### config.mk
export PLATFORM = sky130hd
export DESIGN_NAME = aes_key_sched_ctrl
export DESIGN_NICKNAME = d
export VERILOG_FILES = /design/src/rtl/aes_key_sched_ctrl.sv
export SDC_FILE = /design/constraint.sdc
export NUM_CORES = 1
export LEC_CHECK = 0
export ABC_AREA = 1
export CORE_MARGIN = 8
export CORE_UTILIZATION = 51
export CTS_CLUSTER_DIAMETER = 150
export DETAILED_ROUTE_END_ITERATION = 12
export GPL_ROUTABILITY_DRIVEN = 1
export PLACE_DENSITY = 0.84
export SLEW_MARGIN = 15
export SYNTH_ARGS = -nofsm -noshare
export SYNTH_HDL_FRONTEND = slang
export SYNTH_SLANG_ARGS = --single-unit
### constraint.sdc
create_clock -name clk -period 3.75 [get_ports clk]
set_input_delay 0.75 -clock clk [delete_from_list [all_inputs] [get_ports clk]]
set_output_delay 0.75 -clock clk [all_outputs]
set_load 0.005 [all_outputs]
### src/rtl/aes_key_sched_ctrl.sv
// -----------------------------------------------------------------------------
// aes_key_sched_ctrl
//   Sequencer for the AES round-key expander. It loads the key, steps the
//   expander and publishes which round key is on the expander output, so the
//   cipher datapath can take one round key per cycle:
//     INV=0 (encrypt): rounds 0..NR
//     INV=1 (decrypt): rounds NR..0
//   NR = 10/12/14 for K = 128/192/256.
//   For INV=1 the expander first runs forward NR steps (FWD) to reach the last
//   key, then reverses direction and emits keys NR..0.
//
// Handshake: a request is taken when i_start=1 in a cycle where o_ready=1 and
//   i_abort=0. While o_ready=0, i_start is ignored and not remembered. i_abort
//   cancels any schedule in progress; the controller is back in IDLE the next
//   cycle, and no o_rk_last is produced.
//
// Ports
//   clk          in   clock
//   reset        in   synchronous, active-high reset
//   i_start      in   request a new schedule
//   i_abort      in   cancel the current schedule
//   o_ready      out  1 in IDLE
//   o_key_load   out  expander reset/load (reset | state==LOAD), combinational
//   o_done1      out  expander done1 (INV=0: freeze; INV=1: reverse direction)
//   o_done2      out  expander done2 (INV=1 freeze); 0 when INV=0
//   o_predone    out  expander predone, last FWD step for K=192/256, INV=1
//   o_rk_valid   out  expander output is round key o_round this cycle
//   o_round      out  round index of the current key
//   o_rk_last    out  with o_rk_valid: final key of the schedule
//   o_dbg_state  out  current FSM state (IDLE=0, LOAD=1, FWD=2, RUN=3)
// -----------------------------------------------------------------------------
module aes_key_sched_ctrl #(
  parameter int K   = 128,
  parameter bit INV = 1'b0
) (
  input  logic       clk,
  input  logic       reset,
  input  logic       i_start,
  input  logic       i_abort,
  output logic       o_ready,
  output logic       o_key_load,
  output logic       o_done1,
  output logic       o_done2,
  output logic       o_predone,
  output logic       o_rk_valid,
  output logic [3:0] o_round,
  output logic       o_rk_last,
  output logic [1:0] o_dbg_state
);

  localparam int         NR_I  = (K == 256) ? 14 : (K == 192) ? 12 : 10;
  localparam logic [3:0] NR    = 4'(NR_I);
  localparam logic [3:0] NR_M1 = 4'(NR_I - 1);

  typedef enum logic [1:0] {
    S_IDLE = 2'd0,
    S_LOAD = 2'd1,
    S_FWD  = 2'd2,
    S_RUN  = 2'd3
  } state_t;

  state_t     r_state;
  logic [3:0] r_cnt;

  state_t     w_next_state;
  logic [3:0] w_next_cnt;

  logic       r_ready, r_done1, r_done2, r_predone, r_rk_valid, r_rk_last;
  logic [3:0] r_round;

  logic       w_ready, w_done1, w_done2, w_predone, w_rk_valid, w_rk_last;
  logic [3:0] w_round;
  logic       w_term;

  // Next state / counter. r_cnt is the FWD step c in FWD and the round index
  // in RUN; the terminal values force the exit, so it never wraps.
  always_comb begin
    w_next_state = r_state;
    w_next_cnt   = r_cnt;
    case (r_state)
      S_IDLE: begin
        // abort has priority over start
        if (i_start && !i_abort) begin
          w_next_state = S_LOAD;
          w_next_cnt   = 4'd0;
        end
      end
      S_LOAD: begin
        if (i_abort) begin
          w_next_state = S_IDLE;
          w_next_cnt   = 4'd0;
        end else if (INV) begin
          w_next_state = S_FWD;
          w_next_cnt   = 4'd0;
        end else begin
          w_next_state = S_RUN;
          w_next_cnt   = 4'd0;
        end
      end
      S_FWD: begin
        if (i_abort) begin
          w_next_state = S_IDLE;
          w_next_cnt   = 4'd0;
        end else if (r_cnt == NR_M1) begin
          // expander now holds the final key; emit it first
          w_next_state = S_RUN;
          w_next_cnt   = NR;
        end else begin
          w_next_cnt   = r_cnt + 4'd1;
        end
      end
      S_RUN: begin
        if (i_abort) begin
          w_next_state = S_IDLE;
          w_next_cnt   = 4'd0;
        end else if (INV ? (r_cnt == 4'd0) : (r_cnt == NR)) begin
          w_next_state = S_IDLE;
          w_next_cnt   = 4'd0;
        end else if (INV) begin
          w_next_cnt   = r_cnt - 4'd1;
        end else begin
          w_next_cnt   = r_cnt + 4'd1;
        end
      end
      default: begin
        w_next_state = S_IDLE;
        w_next_cnt   = 4'd0;
      end
    endcase
  end

  // Output decode of the next state, so the registered outputs line up with
  // the state they describe.
  always_comb begin
    w_ready    = (w_next_state == S_IDLE);
    w_rk_valid = (w_next_state == S_RUN);
    w_round    = w_rk_valid ? w_next_cnt : 4'd0;
    w_term     = INV ? (w_next_cnt == 4'd0) : (w_next_cnt == NR);
    w_rk_last  = w_rk_valid && w_term;
    w_predone  = INV && (K != 128) && (w_next_state == S_FWD) &&
                 (w_next_cnt == NR_M1);
    if (INV) begin
      // done1 low only while stepping forward; done2 freezes in IDLE/LOAD
      // and on the final (round 0) key
      w_done1 = (w_next_state != S_FWD);
      w_done2 = (w_next_state == S_IDLE) || (w_next_state == S_LOAD) ||
                (w_rk_valid && (w_next_cnt == 4'd0));
    end else begin
      // hold the expander on the last key (round NR)
      w_done1 = !w_rk_valid || (w_next_cnt == NR);
      w_done2 = 1'b0;
    end
  end

  always_ff @(posedge clk) begin
    if (reset) begin
      r_state    <= S_IDLE;
      r_cnt      <= 4'd0;
      r_ready    <= 1'b1;
      r_done1    <= 1'b1;
      r_done2    <= INV;
      r_predone  <= 1'b0;
      r_rk_valid <= 1'b0;
      r_round    <= 4'd0;
      r_rk_last  <= 1'b0;
    end else begin
      r_state    <= w_next_state;
      r_cnt      <= w_next_cnt;
      r_ready    <= w_ready;
      r_done1    <= w_done1;
      r_done2    <= w_done2;
      r_predone  <= w_predone;
      r_rk_valid <= w_rk_valid;
      r_round    <= w_round;
      r_rk_last  <= w_rk_last;
    end
  end

  assign o_key_load  = reset | (r_state == S_LOAD);
  assign o_ready     = r_ready;
  assign o_done1     = r_done1;
  assign o_done2     = r_done2;
  assign o_predone   = r_predone;
  assign o_rk_valid  = r_rk_valid;
  assign o_round     = r_round;
  assign o_rk_last   = r_rk_last;
  assign o_dbg_state = r_state;

endmodule

==> impl_metrics.ini <==
[status]
outcome = complete, no violations

[power_and_ir_drop]
p_leak_nw = 0.467
power_mw = 0.317
max-vdd-ir-drop_mv = 0.271
power.share.clock = 0.325
combPwrFrac = 0.169
p_switching_mw = 0.0802
p_int_mw = 0.237
seq_power_share = 0.506
p_sw_frac = 0.253
powerDensity_nw_per_um2 = 343

[yosys]
syn_area_sq_um = 739
yosysUniqueCellTypes = 23
synth_ff_type = dfxtp_1
synth_area_per_cell_sq_um = 7.25
synth-edff-count = 0
yosysWarnings = 0
syn_inst = 102
synthArstFlopShare = 0
yosysSeqAreaShare = 0.379
ys_ff_latch = 14

[cells_and_area]
syn2layout_area_growth_pct = 24.9
stdcell_count = 134
nFillCells = 111
n_antenna_cell = 0
drive_above_1_share = 0.193
finalNetCount = 127

[placed_design]
io_buffers = 14
hpwl_mm = 1.37
dp_cells = 130
place.gp.congestion = 0.918

[global_route]
grt_start_max_net_pins = 9
track_usage = 0.132
overflow = 0
grt_pass1_vias = 649
grt_pass1_wl_mm = 2.94
grt_antenna_before_repair = 0

[detailed_routing]
wl_per_cell_um = 12.5
routed_wl_mm = 1.67
drc = 0
postRouteAntennaNets = 0
viasPerCell = 4.92
vias = 659
drt_iter0_markers = 46
drt_pre_antenna_iters = 4

[setup_path]
arrival_ns = 2.07
worstSetupPathType = input port to output port
endpoint_kind = output port
crit_fanout = 6
cp.required_ns = 3.00
cp-start-kind = input port
ff2ff_path_depth = 9

[die]
initial_core_util = 0.554
fp.dieH_um = 54.1
core_sq_um = 1330
ios = 17
num_rows = 13
dieArea_sq_um = 2920
die_x_um = 54.1

[sta]
fin_tns_setup_ns = 0
hold_viol_final = 0
min_period_ns = 2.82
clock.fmax_mhz = 355
fin_skew_ns = 0.000879
setup_viol = 0
fin_crit_sh = 0.752
maxSlewViolCount = 0
rsz0062_at_grt = false

[worst_hold_path]
hold_path_class = flop to flop
hold_depth = 5

[clocking]
clk_path_buf_depth = 2
insertion_delay_ns = 0.27
postCtsResizedCells = 0
cts_tree = done
post_cts_buffers = 0
clockRootBuffer = clkbuf_4
path_clk_slew_ns = 0.08
htree_num_levels = 1
clock-sinks = 14
cts_made_buffers = 3
postCtsHoldBufs = 0

[flow_run]
drv_cap = 0
layer usage:
layer / global-route usage / share of wire / up-vias
li1: - / - / 347
met1: 0.159 / 0.43 / 289
met2: 0.220 / 0.50 / 21
met3: 0.0468 / 0.066 / 2
met4: 0.0287 / 0.0036 / 0
met5: 0 / 0 / -
state kept, by name (all words and copies together) (netlist names):
| signal | count |
|---|---|
| r_cnt | 4 |
| o_ready | 1 |
| o_dbg_state | 2 |
| o_done1 | 1 |
| o_rk_valid | 1 |
| o_round | 4 |
| o_rk_last | 1 |
final timing paths:
path             from    endpoint  slack (ns)
max             reset  o_key_load        0.93
min          r_cnt[0]    r_cnt[3]        0.77
max reg2reg  r_cnt[0]   o_rk_last        2.15
min reg2reg  r_cnt[0]    r_cnt[3]        0.77
stage by stage:
| stage | setup slack (ns) | area [sq um] | hold WS [ns] | util |
|---|---|---|---|---|
| 2_1_floorplan | 2.02 | 743 | 0.668 | - |
| 3_3_place_gp | 0.962 | 887 | 0.746 | 0.665 |
| 3_5_place_dp | 0.927 | 887 | 0.752 | 0.665 |
| 4_1_cts | 0.928 | 923 | 0.774 | 0.692 |
| 5_1_grt | 0.839 | 923 | 0.829 | 0.692 |
| 6_report | 0.931 | 923 | 0.767 | 0.692 |
power groups by stage:
stage / Sequential (mW) / Combinational, mW / Clock (mW)
finish: 0.160 / 0.0535 / 0.103
global route: 0.161 / 0.0603 / 0.114
CTS: 0.160 / 0.0533 / 0.106
detailed placement: 0.164 / 0.0531 / 0
global placement: 0.163 / 0.0516 / 0
floorplan: 0.163 / 0.0331 / 0
cell families (layout without fill, tap and decap cells):
group / Yosys count / in the layout / synth area share
buffers and inverters: 17 / 33 / 0.103
xor gates and xnor gates: 1 / 1 / 0.0118
AOI/OAI and AO/OA: 5 / 5 / 0.0457
DFF: 14 / 14 / 0.379
and+or+nand+nor: 61 / 61 / 0.404
other: 1 / 2 / 0.00507
adders and majority gates: 3 / 3 / 0.0508
synthesized netlist by cell type (2+ instances only):
library cell | instances | area (sq um)
nor2_1 | 19 | 71.3
nand2_1 | 18 | 67.6
dfxtp_1 | 14 | 280
inv_1 | 8 | 30.0
nand3_1 | 7 | 35.0
inv_2 | 6 | 22.5
nand4_1 | 4 | 25.0
ha_1 | 3 | 37.5
nand2_2 | 3 | 18.8
nor2_2 | 3 | 18.8
buf_4 | 2 | 15.0
nand2_4 | 2 | 22.5
nand3_2 | 2 | 20.0
o21ai_0 | 2 | 10.0
critical path, cell delays in order:
cell,delay [ns]
clkdlybuf4s50_1,0.57
inv_1,0.13
o21ai_0,0.09
clkdlybuf4s50_1,0.52
layout by cell type, fill, tap and decap left out, drive strengths merged, types with 2 or more instances in the layout:
cell,synthesis,layout
inv,14,14
nand4,4,4
dfxtp,14,14
nand2,23,23
nand3,9,9
o21ai,2,2
ha,3,3
conb,1,2
nor2,22,22
clkdlybuf4s50,0,14
clkbuf,0,4
cell type report:
type | instances | area [sq um] | area share
Timing Repair Buffer | 14 | 140 | 0.152
Clock buffer | 4 | 36.3 | 0.0393
Multi-Input combinational cell | 72 | 387 | 0.419
Sequential cell | 14 | 280 | 0.304
Inverter | 15 | 61.3 | 0.0664
Tap cell | 15 | 18.8 | 0.0203
(Power assumes the default switching activity.)
